--- src/rtl/icache_responder_pkg.sv ---
// Shared types and width helpers for the instruction-cache responder.
package icache_responder_pkg;

    // Refill controller states.
    typedef enum logic [1:0] {
        StIdle,
        StReq,
        StFill
    } state_e;

    // Word-offset width for a given line size in words.
    function automatic int unsigned calc_off_w(input int unsigned words);
        return $clog2(words);
    endfunction

    // Line-index width for a given number of lines.
    function automatic int unsigned calc_idx_w(input int unsigned lines);
        return $clog2(lines);
    endfunction

    // Tag width: everything above index, offset and the byte-in-word bits.
    function automatic int unsigned calc_tag_w(input int unsigned addr_w,
                                               input int unsigned lines,
                                               input int unsigned words);
        return addr_w - $clog2(lines) - $clog2(words) - 2;
    endfunction

    // Widths for the default configuration (16 lines x 4 words, 32-bit address).
    localparam int unsigned OFF_W = calc_off_w(4);
    localparam int unsigned IDX_W = calc_idx_w(16);
    localparam int unsigned TAG_W = calc_tag_w(32, 16, 4);

endpackage

--- src/rtl/icache_data_array.sv ---
// Instruction data store: LINES x WORDS 32-bit words, one word written per
// cycle during refill, asynchronous read for zero-latency hits.
module icache_data_array #(
    parameter int unsigned LINES = 16,
    parameter int unsigned WORDS = 4
) (
    input  logic                       clk_i,
    input  logic                       we_i,
    input  logic [$clog2(LINES)-1:0]   widx_i,
    input  logic [$clog2(WORDS)-1:0]   woff_i,
    input  logic [31:0]                wdata_i,
    input  logic [$clog2(LINES)-1:0]   ridx_i,
    input  logic [$clog2(WORDS)-1:0]   roff_i,
    output logic [31:0]                rdata_o
);

    logic [31:0] mem_q [LINES*WORDS];

    // Refill write port; contents need no reset because valid bits gate use.
    always_ff @(posedge clk_i) begin
        if (we_i) begin
            mem_q[{widx_i, woff_i}] <= wdata_i;
        end
    end

    // Asynchronous read of the addressed word.
    always_comb begin
        rdata_o = mem_q[{ridx_i, roff_i}];
    end

endmodule

--- src/rtl/icache_responder.sv ---
// Direct-mapped instruction cache responder: combinational hits, stall on
// miss, and a whole-line refill over a request handshake plus data beats.
module icache_responder
    import icache_responder_pkg::*;
#(
    parameter int unsigned LINES  = 16,
    parameter int unsigned WORDS  = 4,
    parameter int unsigned ADDR_W = 32
) (
    input  logic              clk,
    input  logic              rst,
    input  logic              req_valid,
    input  logic [ADDR_W-1:0] req_addr,
    input  logic              flush,
    output logic [31:0]       instr,
    output logic              stall,
    output logic              mem_req_valid,
    output logic [ADDR_W-1:0] mem_req_addr,
    input  logic              mem_req_ready,
    input  logic              mem_rvalid,
    input  logic [31:0]       mem_rdata
);

    localparam int unsigned OffW    = calc_off_w(WORDS);
    localparam int unsigned IdxW    = calc_idx_w(LINES);
    localparam int unsigned TagW    = calc_tag_w(ADDR_W, LINES, WORDS);
    localparam int unsigned LineLsb = OffW + 2;
    localparam logic [ADDR_W-1:0] LineMask = {{(ADDR_W - LineLsb){1'b1}}, {LineLsb{1'b0}}};
    localparam logic [OffW-1:0] LastBeat = OffW'(WORDS - 1);

    state_e              state_q, state_d;
    logic [ADDR_W-1:0]   line_addr_q, line_addr_d;
    logic [OffW-1:0]     cnt_q, cnt_d;
    logic                flushed_q, flushed_d;
    logic [LINES-1:0]    valid_q, valid_d;
    logic [TagW-1:0]     tag_q [LINES];
    logic                tag_we;

    logic [OffW-1:0]     req_off;
    logic [IdxW-1:0]     req_idx;
    logic [TagW-1:0]     req_tag;
    logic [IdxW-1:0]     fill_idx;
    logic [TagW-1:0]     fill_tag;
    logic [31:0]         rd_word;
    logic                hit;
    logic                beat;
    logic                data_we;

    // Split the fetch PC and the captured refill address into fields.
    always_comb begin
        req_off  = req_addr[OffW+1:2];
        req_idx  = req_addr[LineLsb +: IdxW];
        req_tag  = req_addr[ADDR_W-1 -: TagW];
        fill_idx = line_addr_q[LineLsb +: IdxW];
        fill_tag = line_addr_q[ADDR_W-1 -: TagW];
    end

    // Hit detection and refill beat qualification.
    always_comb begin
        hit     = (state_q == StIdle) && req_valid && valid_q[req_idx]
                  && (tag_q[req_idx] == req_tag);
        beat    = (state_q == StFill) && mem_rvalid;
        data_we = beat;
    end

    icache_data_array #(
        .LINES (LINES),
        .WORDS (WORDS)
    ) u_data (
        .clk_i   (clk),
        .we_i    (data_we),
        .widx_i  (fill_idx),
        .woff_i  (cnt_q),
        .wdata_i (mem_rdata),
        .ridx_i  (req_idx),
        .roff_i  (req_off),
        .rdata_o (rd_word)
    );

    // Next-state logic and outputs of the refill controller.
    always_comb begin
        state_d       = state_q;
        line_addr_d   = line_addr_q;
        cnt_d         = cnt_q;
        flushed_d     = flushed_q;
        valid_d       = valid_q;
        tag_we        = 1'b0;
        instr         = 32'h0000_0000;
        stall         = 1'b0;
        mem_req_valid = 1'b0;

        if (flush) begin
            valid_d = '0;
        end

        unique case (state_q)
            StIdle: begin
                flushed_d = 1'b0;
                if (req_valid) begin
                    if (hit) begin
                        instr = rd_word;
                    end else begin
                        stall       = 1'b1;
                        line_addr_d = req_addr & LineMask;
                        state_d     = StReq;
                    end
                end
            end
            StReq: begin
                stall         = 1'b1;
                mem_req_valid = 1'b1;
                if (flush) begin
                    flushed_d = 1'b1;
                end
                if (mem_req_ready) begin
                    cnt_d   = '0;
                    state_d = StFill;
                end
            end
            StFill: begin
                stall = 1'b1;
                if (flush) begin
                    flushed_d = 1'b1;
                end
                if (beat) begin
                    cnt_d = cnt_q + OffW'(1);
                    if (cnt_q == LastBeat) begin
                        // A flush seen at any point of the refill leaves the line invalid.
                        tag_we            = 1'b1;
                        valid_d[fill_idx] = ~(flushed_q | flush);
                        cnt_d             = '0;
                        flushed_d         = 1'b0;
                        state_d           = StIdle;
                    end
                end
            end
            default: begin
                state_d = StIdle;
            end
        endcase
    end

    // Controller state, captured line address, beat counter and valid bits.
    always_ff @(posedge clk or posedge rst) begin
        if (rst) begin
            state_q     <= StIdle;
            line_addr_q <= '0;
            cnt_q       <= '0;
            flushed_q   <= 1'b0;
            valid_q     <= '0;
        end else begin
            state_q     <= state_d;
            line_addr_q <= line_addr_d;
            cnt_q       <= cnt_d;
            flushed_q   <= flushed_d;
            valid_q     <= valid_d;
        end
    end

    // Tag array, written once per completed refill.
    always_ff @(posedge clk) begin
        if (tag_we) begin
            tag_q[fill_idx] <= fill_tag;
        end
    end

    assign mem_req_addr = line_addr_q;

endmodule
--- config.mk ---
export PLATFORM = sky130hd
export DESIGN_NAME = icache_responder
export DESIGN_NICKNAME = d
export VERILOG_FILES = /design/src/rtl/icache_responder_pkg.sv /design/src/rtl/icache_data_array.sv /design/src/rtl/icache_responder.sv
export SDC_FILE = /design/constraint.sdc
export NUM_CORES = 2
export LEC_CHECK = 0
export BUFFER_PORTS_ARGS = -buffer_cell sky130_fd_sc_hd__clkbuf_2
export CORE_MARGIN = 2
export CORE_UTILIZATION = 56
export DETAILED_ROUTE_END_ITERATION = 7
export MAX_ROUTING_LAYER = met4
export PLACE_DENSITY_LB_ADDON = 0.1
export SETUP_SLACK_MARGIN = 0.15
export SLEW_MARGIN = 20
export SYNTH_ARGS = -nofsm -noshare
export SYNTH_HDL_FRONTEND = slang
export SYNTH_HIERARCHICAL = 1
export SYNTH_SLANG_ARGS = --single-unit
--- constraint.sdc ---
create_clock -name clk -period 3.7 [get_ports clk]
set_input_delay 0.37 -clock clk [delete_from_list [all_inputs] [get_ports clk]]
set_output_delay 0.37 -clock clk [all_outputs]
set_load 0.02 [all_outputs]
==> metrics.txt <==
Fin Clk Skew 0.0556 ns; Hold WS 0.0301 ns; DRC viols 0; Synth Warn # 6; violated checks setup timing; Max Buffers Root-to-Sink 3; syn_area_per_cell 22.6 sq um; relative slew slack 30.1%; Slew Limit Fails 0; post-DP HPWL 136000 um; largest cells by area after synthesis edfxtp_1 76%, mux4_2 15%, mux2i_1 1.6%; CP Buf/Inv Count 2; Top Family by Delay on Critical Path simple AND/OR/NAND/NOR gates; Crit path top cell by count mux4_2; Max VDD drop 0.000512 V; post-synthesis cell type count 70; PortBufs 129; Main synth FF type edfxtp_1; final std cells w/o fill 7201; pre-CTS setup slack -0.222 ns; Routed WL 239000 um; PwrDens 550 nW/um^2; final setup violating endpoints 33; CTS root buf clkbuf_16; antenna viol nets, final 0; Core Area 169000 sq um; critical path startpoint category flop; Worst Slack Setup Final -0.730 ns; initial antenna violation count 3; Tcrit/Tclk final 120%; largest net degree at the start of global routing 94; Critical Path RT 3.33 ns; max frequency 226 MHz; CTS tree built; worst min path class input port to flop; CP Class flop to output port; most frequent cells after synthesis 2432 x edfxtp_1, 626 x mux4_2, 181 x nor2_1; clk_lat worst skew 0.88 ns; DR vias/cell 6.50; CP Cell Sequence mux4_2 > mux4_2 > xnor2_2 > nand4_1 > or4_4 > and4bb_1 > buf_12 > and2_1 > clkbuf_4; flops & latches, synth 2481; status complete, but fails checks; Area Overhead vs Synth 15.9%; grt ovf 0; share of layout cells above drive strength 1 32.1%; RSZ-0062 raised after global routing true; Critical Path AT 4.06 ns; Mapped Area 95600 sq um; Core Util, Final 65.4%; placed inst area 103000 sq um; Cells after Synth 4222; Starting Density 56.4%; DIE HEIGHT 417 um; CP Capture Type output port; DRT iter0 DRCs 5472; post-synth top area share 76.4%; fin nets 4848; vias in the first global route 47300; most frequent cell after synthesis edfxtp_1; CP max FO 32; vias post-DR 46800; Detailed Routing Iterations Pass 1 5; slowest stage cell, crit path or4_4; worst slew pin tran 1.05 ns; design area 111000 sq um; first-pass GRT wire length 343000 um; row count 151; count of final hold-check violations 0; clock slew at reported path FFs 0.06 ns; area leader, netlist edfxtp_1; Pleak 35.6 nW; maxcap violations 0; placed cells 6717; post-synthesis sequential area ratio 77.7%; DIE AREA 174000 sq um; Final min period 4.43 ns; routed len/inst 33.2 um; All-Layer GR Usage 28.7%; I/O pin cnt 136; asr flop ratio synth 1.98%; H-tree depth 4; clock sinks 2481; peak per-stage delay on the critical path 0.57 ns; Post-synth EDFFs 2432; CTS Buf Count 238; die width 417 um; placer congestion estimate 0.794
## sequential cells by signal, indices dropped and copies added (netlist names)
name and count:
flushed_q 1, tag_q 384, valid_q 16, mem_req_addr 28, cnt_q 2, state_q 2
u_data/mem_q 2048
## metal layers
metal  part of all wire (%)  vias up  track usage [%]
li1                       -    19100                -
met1                     41    25300             40.7
met2                     50     2063             45.0
met3                    7.5      317             4.15
met4                    2.1        0             6.71
met5                      0        -                -
## cell type report
class,count,area [sq um]
fill,11000,58600
clock buffer,302,6290
clock inverter,148,1360
antenna,1,2.50
tap,2218,2780
inverter,11,41.3
timing repair buffer,537,5360
sequential,2481,74300
multi-input combinational,1503,20800
## cell families (layout without fill, tap and decap cells)
kind of cell,after synthesis,count (layout),share of synthesized area (%)
AO/OA/AOI/OAI,285,285,2.03
XOR/XNOR,18,18,0.165
multiplexers,822,822,16.9
AND/OR/NAND/NOR,368,368,1.85
flip-flops,2481,2481,77.7
other,1,5,0.00392
adder cells (fa/ha/maj),6,6,0.0785
buffers and inverters,241,998,1.31
## per-stage QoR
stage                     TNS, ns  total power [mW]
after floorplan                 0              35.4
after global placement      -6.50              37.7
after detailed placement    -7.47              37.8
after CTS                  -24.53              61.3
after global routing       -26.88              62.7
final                      -22.60              60.9
## final timing paths
check | startpoint | endpoint | slack, ns | depth (start not counted)
min in group asynchronous | rst | mem_req_addr[30] | 0.12 | 3
min reg2reg | valid_q[1] | valid_q[1] | 0.57 | 2
max in group asynchronous | rst | mem_req_addr[28] | 2.61 | 4
min | mem_rdata[18] | u_data/mem_q[26][18] | 0.03 | 1
max | tag_q[2][11] | instr[18] | -0.73 | 9
max reg2reg | tag_q[2][11] | mem_req_addr[28] | 0.17 | 11
## what timing repair did
action / in CTS / in global routing
resized for setup: 49 / 8
pin swaps: 4 / 1
gates cloned: 0 / 3
setup endpoints to repair: 33 / 60
hold buffers: 28 / 0
hold endpoints to repair: 75 / 0
buffers inserted: 2 / 0
## worst reg2reg max path: stages (launching register included)
cell	delay (ns)
edfxtp_1	0.36
mux4_2	0.48
mux4_2	0.49
xnor2_2	0.18
nand4_1	0.20
or4_4	0.57
buf_4	0.17
buf_6	0.11
o21ai_4	0.16
buf_8	0.19
clkbuf_16	0.18
mux2_2	0.33
## power breakdown
| group | switching (mW) | internal, mW |
|---|---|---|
| combinational | 2.73 | 1.87 |
| clock | 10.4 | 13.2 |
| sequential | 0.863 | 31.9 |
| total | 14.0 | 46.9 |
## layout by cell type (no fill, tap or decap), drive strengths merged, types with 7 or more instances in the layout
| cell type | Yosys | final |
|---|---|---|
| mux2i | 155 | 155 |
| nor3 | 14 | 14 |
| o221ai | 29 | 29 |
| mux4 | 627 | 627 |
| dlygate4sd3 | 0 | 28 |
| a21oi | 67 | 67 |
| xnor2 | 18 | 18 |
| a211oi | 17 | 17 |
| inv | 10 | 14 |
| nand3 | 7 | 7 |
| edfxtp | 2432 | 2432 |
| dfrtp | 49 | 49 |
| nand4 | 8 | 8 |
| clkbuf | 80 | 420 |
| clkinv | 1 | 125 |
| a22oi | 19 | 19 |
| mux2 | 40 | 40 |
| buf | 150 | 391 |
| o22ai | 90 | 90 |
| nand2 | 41 | 41 |
| o21ai | 10 | 10 |
| a311oi | 8 | 8 |
| a221oi | 10 | 10 |
| and2 | 39 | 39 |
| nand2b | 17 | 17 |
| nor2b | 23 | 23 |
| nor2 | 181 | 181 |
| bufinv | 0 | 16 |
Note: power is estimated with default switching activity, not from simulation.
